**src/rtl/seg_scan_pkg.sv**
```systemverilog
// Shared constants for the multiplexed seven-segment scan decoder:
// segment patterns (g..a), special nibble codes and the lap-tracking state enum.
package seg_scan_pkg;

    localparam logic [6:0] SEG_0 = 7'b0111111;
    localparam logic [6:0] SEG_1 = 7'b0000110;
    localparam logic [6:0] SEG_2 = 7'b1011011;
    localparam logic [6:0] SEG_3 = 7'b1001111;
    localparam logic [6:0] SEG_4 = 7'b1100110;
    localparam logic [6:0] SEG_5 = 7'b1101101;
    localparam logic [6:0] SEG_6 = 7'b1111101;
    localparam logic [6:0] SEG_7 = 7'b0000111;
    localparam logic [6:0] SEG_8 = 7'b1111111;
    localparam logic [6:0] SEG_9 = 7'b1101111;
    localparam logic [6:0] SEG_A = 7'b1110111;
    localparam logic [6:0] SEG_B = 7'b1111100;
    localparam logic [6:0] SEG_C = 7'b0111001;
    localparam logic [6:0] SEG_D = 7'b1011110;
    localparam logic [6:0] SEG_E = 7'b1111001;
    localparam logic [6:0] SEG_F = 7'b1110001;

    localparam logic [6:0] SEG_BLANK   = 7'b0000000;
    localparam logic [3:0] NIB_BLANK   = 4'hA;
    localparam logic [3:0] NIB_INVALID = 4'hF;

    typedef enum logic [1:0] {
        ST_IDLE = 2'd0,
        ST_SCAN = 2'd1,
        ST_DARK = 2'd2
    } scan_state_t;

    function automatic logic is_onehot(input logic [3:0] d);
        return (d != 4'd0) && ((d & (d - 4'd1)) == 4'd0);
    endfunction

    function automatic logic [1:0] digit_index(input logic [3:0] d);
        case (d)
            4'b0010: return 2'd1;
            4'b0100: return 2'd2;
            4'b1000: return 2'd3;
            default: return 2'd0;
        endcase
    endfunction

endpackage

```
**src/rtl/seg7_to_nibble.sv**
```systemverilog
// Combinational seven-segment (g..a) to nibble decoder.
// Define SEG_DECODE_HEX_EN to also accept the A-F glyphs; otherwise they decode as invalid.
module seg7_to_nibble
    import seg_scan_pkg::*;
(
    input  logic [6:0] segments,
    output logic [3:0] nibble,
    output logic       invalid
);

    always_comb begin
        // NOTE: defaults first so every path assigns both outputs and no latch is inferred.
        nibble  = NIB_INVALID;
        invalid = 1'b1;
        case (segments)
            SEG_BLANK: begin nibble = NIB_BLANK; invalid = 1'b0; end
            SEG_0:     begin nibble = 4'h0;      invalid = 1'b0; end
            SEG_1:     begin nibble = 4'h1;      invalid = 1'b0; end
            SEG_2:     begin nibble = 4'h2;      invalid = 1'b0; end
            SEG_3:     begin nibble = 4'h3;      invalid = 1'b0; end
            SEG_4:     begin nibble = 4'h4;      invalid = 1'b0; end
            SEG_5:     begin nibble = 4'h5;      invalid = 1'b0; end
            SEG_6:     begin nibble = 4'h6;      invalid = 1'b0; end
            SEG_7:     begin nibble = 4'h7;      invalid = 1'b0; end
            SEG_8:     begin nibble = 4'h8;      invalid = 1'b0; end
            SEG_9:     begin nibble = 4'h9;      invalid = 1'b0; end
`ifdef SEG_DECODE_HEX_EN
            SEG_A:     begin nibble = 4'hA;      invalid = 1'b0; end
            SEG_B:     begin nibble = 4'hB;      invalid = 1'b0; end
            SEG_C:     begin nibble = 4'hC;      invalid = 1'b0; end
            SEG_D:     begin nibble = 4'hD;      invalid = 1'b0; end
            SEG_E:     begin nibble = 4'hE;      invalid = 1'b0; end
            SEG_F:     begin nibble = 4'hF;      invalid = 1'b0; end
`else
`endif
            default: ;
        endcase
    end

endmodule

```
**src/rtl/seg_scan_decoder.sv**
```systemverilog
// Recovers the value shown on a 4-digit multiplexed seven-segment display by
// sampling its segment/digit drive lines, debouncing each digit and assembling laps into frames.
module seg_scan_decoder
    import seg_scan_pkg::*;
#(
    parameter int SETTLE_CYCLES = 4,
    parameter int DARK_TIMEOUT  = 4096
) (
    input  logic        i_Clock,
    input  logic        i_Reset_n,
    input  logic [7:0]  i_Segments,
    input  logic [3:0]  i_Digits,
    output logic [15:0] o_Value,
    output logic [3:0]  o_Dots,
    output logic [3:0]  o_Mask,
    output logic        o_Frame_Stb,
    output logic        o_Code_Err,
    output logic        o_Proto_Err
);

    localparam logic [7:0]  SETTLE_LIM = 8'(SETTLE_CYCLES);
    localparam logic [15:0] DARK_LAST  = 16'(DARK_TIMEOUT - 1);

    logic [7:0]  seg_q;
    logic [3:0]  dig_q;
    logic [7:0]  prev_seg;
    logic [3:0]  prev_dig;
    logic [7:0]  settle_cnt;
    logic [7:0]  settle_next;
    logic [15:0] dark_cnt;
    logic        multi_q;
    scan_state_t state;

    logic [15:0] lap_value;
    logic [3:0]  lap_dots;
    logic [3:0]  lap_mask;
    logic [1:0]  prev_idx;

    logic        digit_valid;
    logic        multi_hot;
    logic        changed;
    logic        capture;
    logic        boundary;
    logic        timeout;
    logic [1:0]  idx;
    logic [3:0]  cap_nibble;
    logic        cap_invalid;
    logic [15:0] frame_value;
    logic [3:0]  frame_dots;

    seg7_to_nibble u_decode (
        .segments (seg_q[6:0]),
        .nibble   (cap_nibble),
        .invalid  (cap_invalid)
    );

    // Multi-hot enables count as "no digit": they never capture and they feed the dark timer.
    assign digit_valid = is_onehot(dig_q);
    assign multi_hot   = (dig_q != 4'd0) && !digit_valid;
    assign idx         = digit_index(dig_q);
    assign changed     = (dig_q != prev_dig) || (seg_q != prev_seg);

    // Counter saturates at the limit so a steady digit is captured exactly once.
    assign settle_next = changed                   ? 8'd1 :
                         (settle_cnt == SETTLE_LIM) ? settle_cnt : settle_cnt + 8'd1;
    assign capture     = digit_valid && (settle_next == SETTLE_LIM)
                         && (changed || (settle_cnt != SETTLE_LIM));
    assign boundary    = capture && (state == ST_SCAN) && (idx <= prev_idx);
    assign timeout     = (state == ST_SCAN) && !digit_valid && (dark_cnt == DARK_LAST);

    always_comb begin
        frame_value = o_Value;
        frame_dots  = o_Dots;
        for (int k = 0; k < 4; k++) begin
            if (lap_mask[k]) begin
                frame_value[k*4 +: 4] = lap_value[k*4 +: 4];
                frame_dots[k]         = lap_dots[k];
            end
        end
    end

    // NOTE: lap contents carry no reset; lap_mask alone says which entries are meaningful.
    always_ff @(posedge i_Clock) begin
        if (capture) begin
            lap_value[{idx, 2'b00} +: 4] <= cap_nibble;
            lap_dots[idx]                <= seg_q[7];
        end
    end

    // NOTE: every register here is state, so all assignments are non-blocking.
    always_ff @(posedge i_Clock or negedge i_Reset_n) begin
        if (!i_Reset_n) begin
            seg_q       <= '0;
            dig_q       <= '0;
            prev_seg    <= '0;
            prev_dig    <= '0;
            settle_cnt  <= '0;
            dark_cnt    <= '0;
            multi_q     <= 1'b0;
            state       <= ST_IDLE;
            lap_mask    <= '0;
            prev_idx    <= '0;
            o_Value     <= 16'hAAAA;
            o_Dots      <= '0;
            o_Mask      <= '0;
            o_Frame_Stb <= 1'b0;
            o_Code_Err  <= 1'b0;
            o_Proto_Err <= 1'b0;
        end else begin
            seg_q       <= i_Segments;
            dig_q       <= i_Digits;
            prev_seg    <= seg_q;
            prev_dig    <= dig_q;
            settle_cnt  <= settle_next;
            multi_q     <= multi_hot;
            o_Proto_Err <= multi_hot && !multi_q;
            o_Code_Err  <= capture && cap_invalid;
            o_Frame_Stb <= 1'b0;

            if ((state == ST_SCAN) && !digit_valid && !timeout)
                dark_cnt <= dark_cnt + 16'd1;
            else
                dark_cnt <= '0;

            if (capture) begin
                prev_idx <= idx;
                state    <= ST_SCAN;
                if (boundary) begin
                    o_Value     <= frame_value;
                    o_Dots      <= frame_dots;
                    o_Mask      <= lap_mask;
                    o_Frame_Stb <= 1'b1;
                    lap_mask    <= 4'b0001 << idx;
                end else begin
                    lap_mask    <= lap_mask | (4'b0001 << idx);
                end
            end else if (timeout) begin
                o_Mask      <= '0;
                o_Frame_Stb <= 1'b1;
                lap_mask    <= '0;
                state       <= ST_DARK;
            end
        end
    end

endmodule

```
**config.mk**
```make
export PLATFORM = sky130hd
export DESIGN_NAME = seg_scan_decoder
export DESIGN_NICKNAME = d
export VERILOG_FILES = /design/src/rtl/seg_scan_pkg.sv /design/src/rtl/seg7_to_nibble.sv /design/src/rtl/seg_scan_decoder.sv
export SDC_FILE = /design/constraint.sdc
export NUM_CORES = 1
export LEC_CHECK = 0
export ABC_AREA = 1
export CORE_MARGIN = 8
export CORE_UTILIZATION = 50
export DETAILED_ROUTE_END_ITERATION = 7
export PLACE_DENSITY = 0.79
export SYNTH_ARGS = -nofsm -noshare
export SYNTH_HDL_FRONTEND = slang
export SYNTH_HIERARCHICAL = 1
export SYNTH_SLANG_ARGS = --single-unit
export TNS_END_PERCENT = 30
```
**constraint.sdc**
```tcl
create_clock -name i_Clock -period 3.25 [get_ports i_Clock]
set_clock_uncertainty 0.05 [all_clocks]
set_input_delay 0.65 -clock i_Clock [delete_from_list [all_inputs] [get_ports i_Clock]]
set_output_delay 0.65 -clock i_Clock [all_outputs]
set_load 0.01 [all_outputs]
```
==> run_results.csv <==
group,metric,value,unit
run_status,status,"finished, final reports clean",
place,io_buffers,40,
power_and_ir_drop,power.density,419,nW/µm²
floorplan,rows,36,
timing,final.min_clock_period,2.59,ns
critical_path,crit_chain,"nor2_1 -> o21ai_0 -> nor2_1 -> ha_1 -> inv_1 -> nor2_1 -> o21ai_0 -> nand2_1 -> nor2_1 -> nand2_2 -> nand2_1 -> nand2_1",
floorplan,io_pins,41,
critical_path,critical-path-slowest-cell,"dfrtp_1",
finish,fill_cells,820,
clock_tree,post_cts_buffers,0,
synth,synth-seq-cells,104,
synth,synth_top_area_share,39.3,%
floorplan,start_util,50.4,%
finish,fin_nets,626,
job,maxCapViolCount,0,
clock_tree,cts_resized,0,
route,drt-initial-drc-count,201,
route,wirelength_met1,3920,µm
timing,hold_viol_final,0,
clock_tree,cts_root_buffer,"clkbuf_8",
global_route,grt_first_pass_wirelength,16100,µm
clock_tree,holdBufCountCts,0,
synth,synthFlopType,"dfrtp_1",
global_route,track_usage,15.0,%
critical_path,endpoint_kind,"flop",
route,wl_met2,4470,µm
finish,final_cells,739,
power_and_ir_drop,irDropWorstVdd,287,µV
synth,yosysSeqAreaShare,56.1,%
route,wire_per_inst,12.1,µm
synth,synth_area_per_cell,8.74,µm²
clock_tree,cts_inserted_buffers,9,
finish,synthToLayoutAreaGrowth,15.5,%
finish,final_common_cell,"nand2_1",
place,placed_cells,723,
route,dr_total_vias,3586,
critical_path,cp_common_cell,"nor2_1",
route,route.detailed.drc,0,
critical_path,cp_num_buf_inv,1,
timing,fmax,385,MHz
clock_tree,clock_latency,0.37,ns
critical_path,path_delay_family,"simple AND/OR/NAND/NOR gates",
critical_path,setup.worst_path.class,"flop to flop",
finish,drive_gt1_share,9.74,%
timing,finalSetupTns,0,ns
worst_hold_path,hold_class,"flop to flop",
timing,fin_crit_sh,79.8,%
synth,ys_warn_count,6,
power_and_ir_drop,p_total,2.34,mW
synth,synth.distinct_cells,34,
synth,yosysTopAreaCell,"dfrtp_1",
clock_tree,clockBufferDepth,2,
global_route,grt_pass1_vias,3651,
timing,rsz0062_at_grt,"no",
timing,finalSetupViolations,0,
timing,worst_pin_slew,1.03,ns
timing,setup_ws,0.656,ns
place,hpwl,6530,µm
synth,synth-edff-count,20,
synth,syn_nets,578,
power_and_ir_drop,leakagePower,2.69,nW
critical_path,cp-start-kind,"flop",
route,via_per_inst,4.85,
critical_path,arrival,2.83,ns
global_route,grt_remaining_overflow,0,
route,wirelength,8970,µm
route,route.met3.wl,450,µm
global_route,grt_max_degree,85,
route,routed.top_layer,"met4",
synth,yosys-top-cells-area,"dfrtp_1 39%, edfxtp_1 12%, nand2_1 12%",
global_route,antenna_found_initial,0,
critical_path,max_stage_delay,0.45,ns
place,preCtsSetupSlack,0.689,ns
synth,async_reset_ff_share,80.8,%
floorplan,die_h,114,µm
clock_tree,cts_tree,"built",
clock_tree,cts_sinks,104,
clock_tree,h-tree-depth,3,
floorplan,die-area,13100,µm²
critical_path,cp.required,3.48,ns
route,ant_nets,0,
place,gp_congestion,0.836,
route,drt_first_pass_iters,5,
finish,final_cell_mix,"158 x nand2_1, 77 x inv_1, 77 x nor2_1, 76 x dfrtp_1",
finish,antenna_cells,0,
synth,syn_area,4830,µm²
floorplan,die_width,114,µm
critical_path,worstPathMaxFanout,6,
timing,maxSlewViolCount,0,
timing,slew_headroom,31.5,%
synth,synthCells,553,
floorplan,coreArea,9590,µm²
clock_tree,clk_pin_slew,0.11,ns
## state kept, by name, summed over array words and instances, names as in the netlist, 8 cells and up
name and cells:
lap_value 16, dark_cnt 16, o_Value 16, settle_cnt 8, prev_seg 8, seg_q 8
## worst paths after layout
check,from,end,slack [ns],cells after the start
setup / recovery,dig_q[0]$_DFF_PN0_,o_Value[4]$_DFFE_PN0P_,0.66,12
hold / removal,multi_q$_DFF_PN0_,o_Proto_Err$_DFF_PN0_,0.35,1
setup reg to reg,dig_q[0]$_DFF_PN0_,o_Value[4]$_DFFE_PN0P_,0.66,12
hold reg to reg,multi_q$_DFF_PN0_,o_Proto_Err$_DFF_PN0_,0.35,1
max in group asynchronous,i_Reset_n,settle_cnt[0]$_DFF_PN0_,2.10,1
min in group asynchronous,i_Reset_n,o_Mask[1]$_DFFE_PN0P_,0.39,1
## kinds of logic after synthesis
group	count (synthesis)	share of synthesized area, %
fa+ha+maj	11	2.85
buf+inv	88	7.46
compound gates	18	1.99
simple gates	319	29.2
flops	104	56.1
xor+xnor	13	2.36
## cell type report
type / instances / area, µm² / share of cell area [%]
Clock buffer: 9 / 124 / 2.22
Clock inverter: 7 / 92.6 / 1.66
Inverter: 84 / 322 / 5.76
Multi-Input combinational cell: 361 / 1760 / 31.5
Sequential cell: 104 / 2710 / 48.6
Tap cell: 133 / 166 / 2.98
Timing Repair Buffer: 41 / 405 / 7.26
## power breakdown
part           total (mW)  switching, mW  internal (mW)
clock               0.853          0.475          0.378
combinational       0.123         0.0775         0.0450
sequential           1.36         0.0181           1.35
## through the flow
step | hold WS (ns) | util [%] | cell area, µm²
2_1_floorplan | 0.304 | - | 4830
6_report | 0.347 | 58.2 | 5580
3_5_place_dp | 0.334 | 55.9 | 5370
4_1_cts | 0.350 | 58.2 | 5580
5_1_grt | 0.357 | 58.2 | 5580
3_3_place_gp | 0.331 | 55.9 | 5370
## per-layer routing
metal / track usage, % / vias up
li1: - / 1810
met4: 4.53 / 0
met5: 0 / -
met2: 26.3 / 80
met1: 17.2 / 1682
met3: 4.54 / 14
## synthesized netlist by cell type (all sizes together) (4+ instances only)
library cell / n
a21oi: 7
buf: 4
dfrtp: 76
dfstp: 8
edfxtp: 20
ha: 11
inv: 82
nand2: 169
nand3: 43
nand4: 6
nor2: 85
nor3: 9
o21ai: 8
xnor2: 6
xor2: 7
Power figures use the tool's default switching activity.
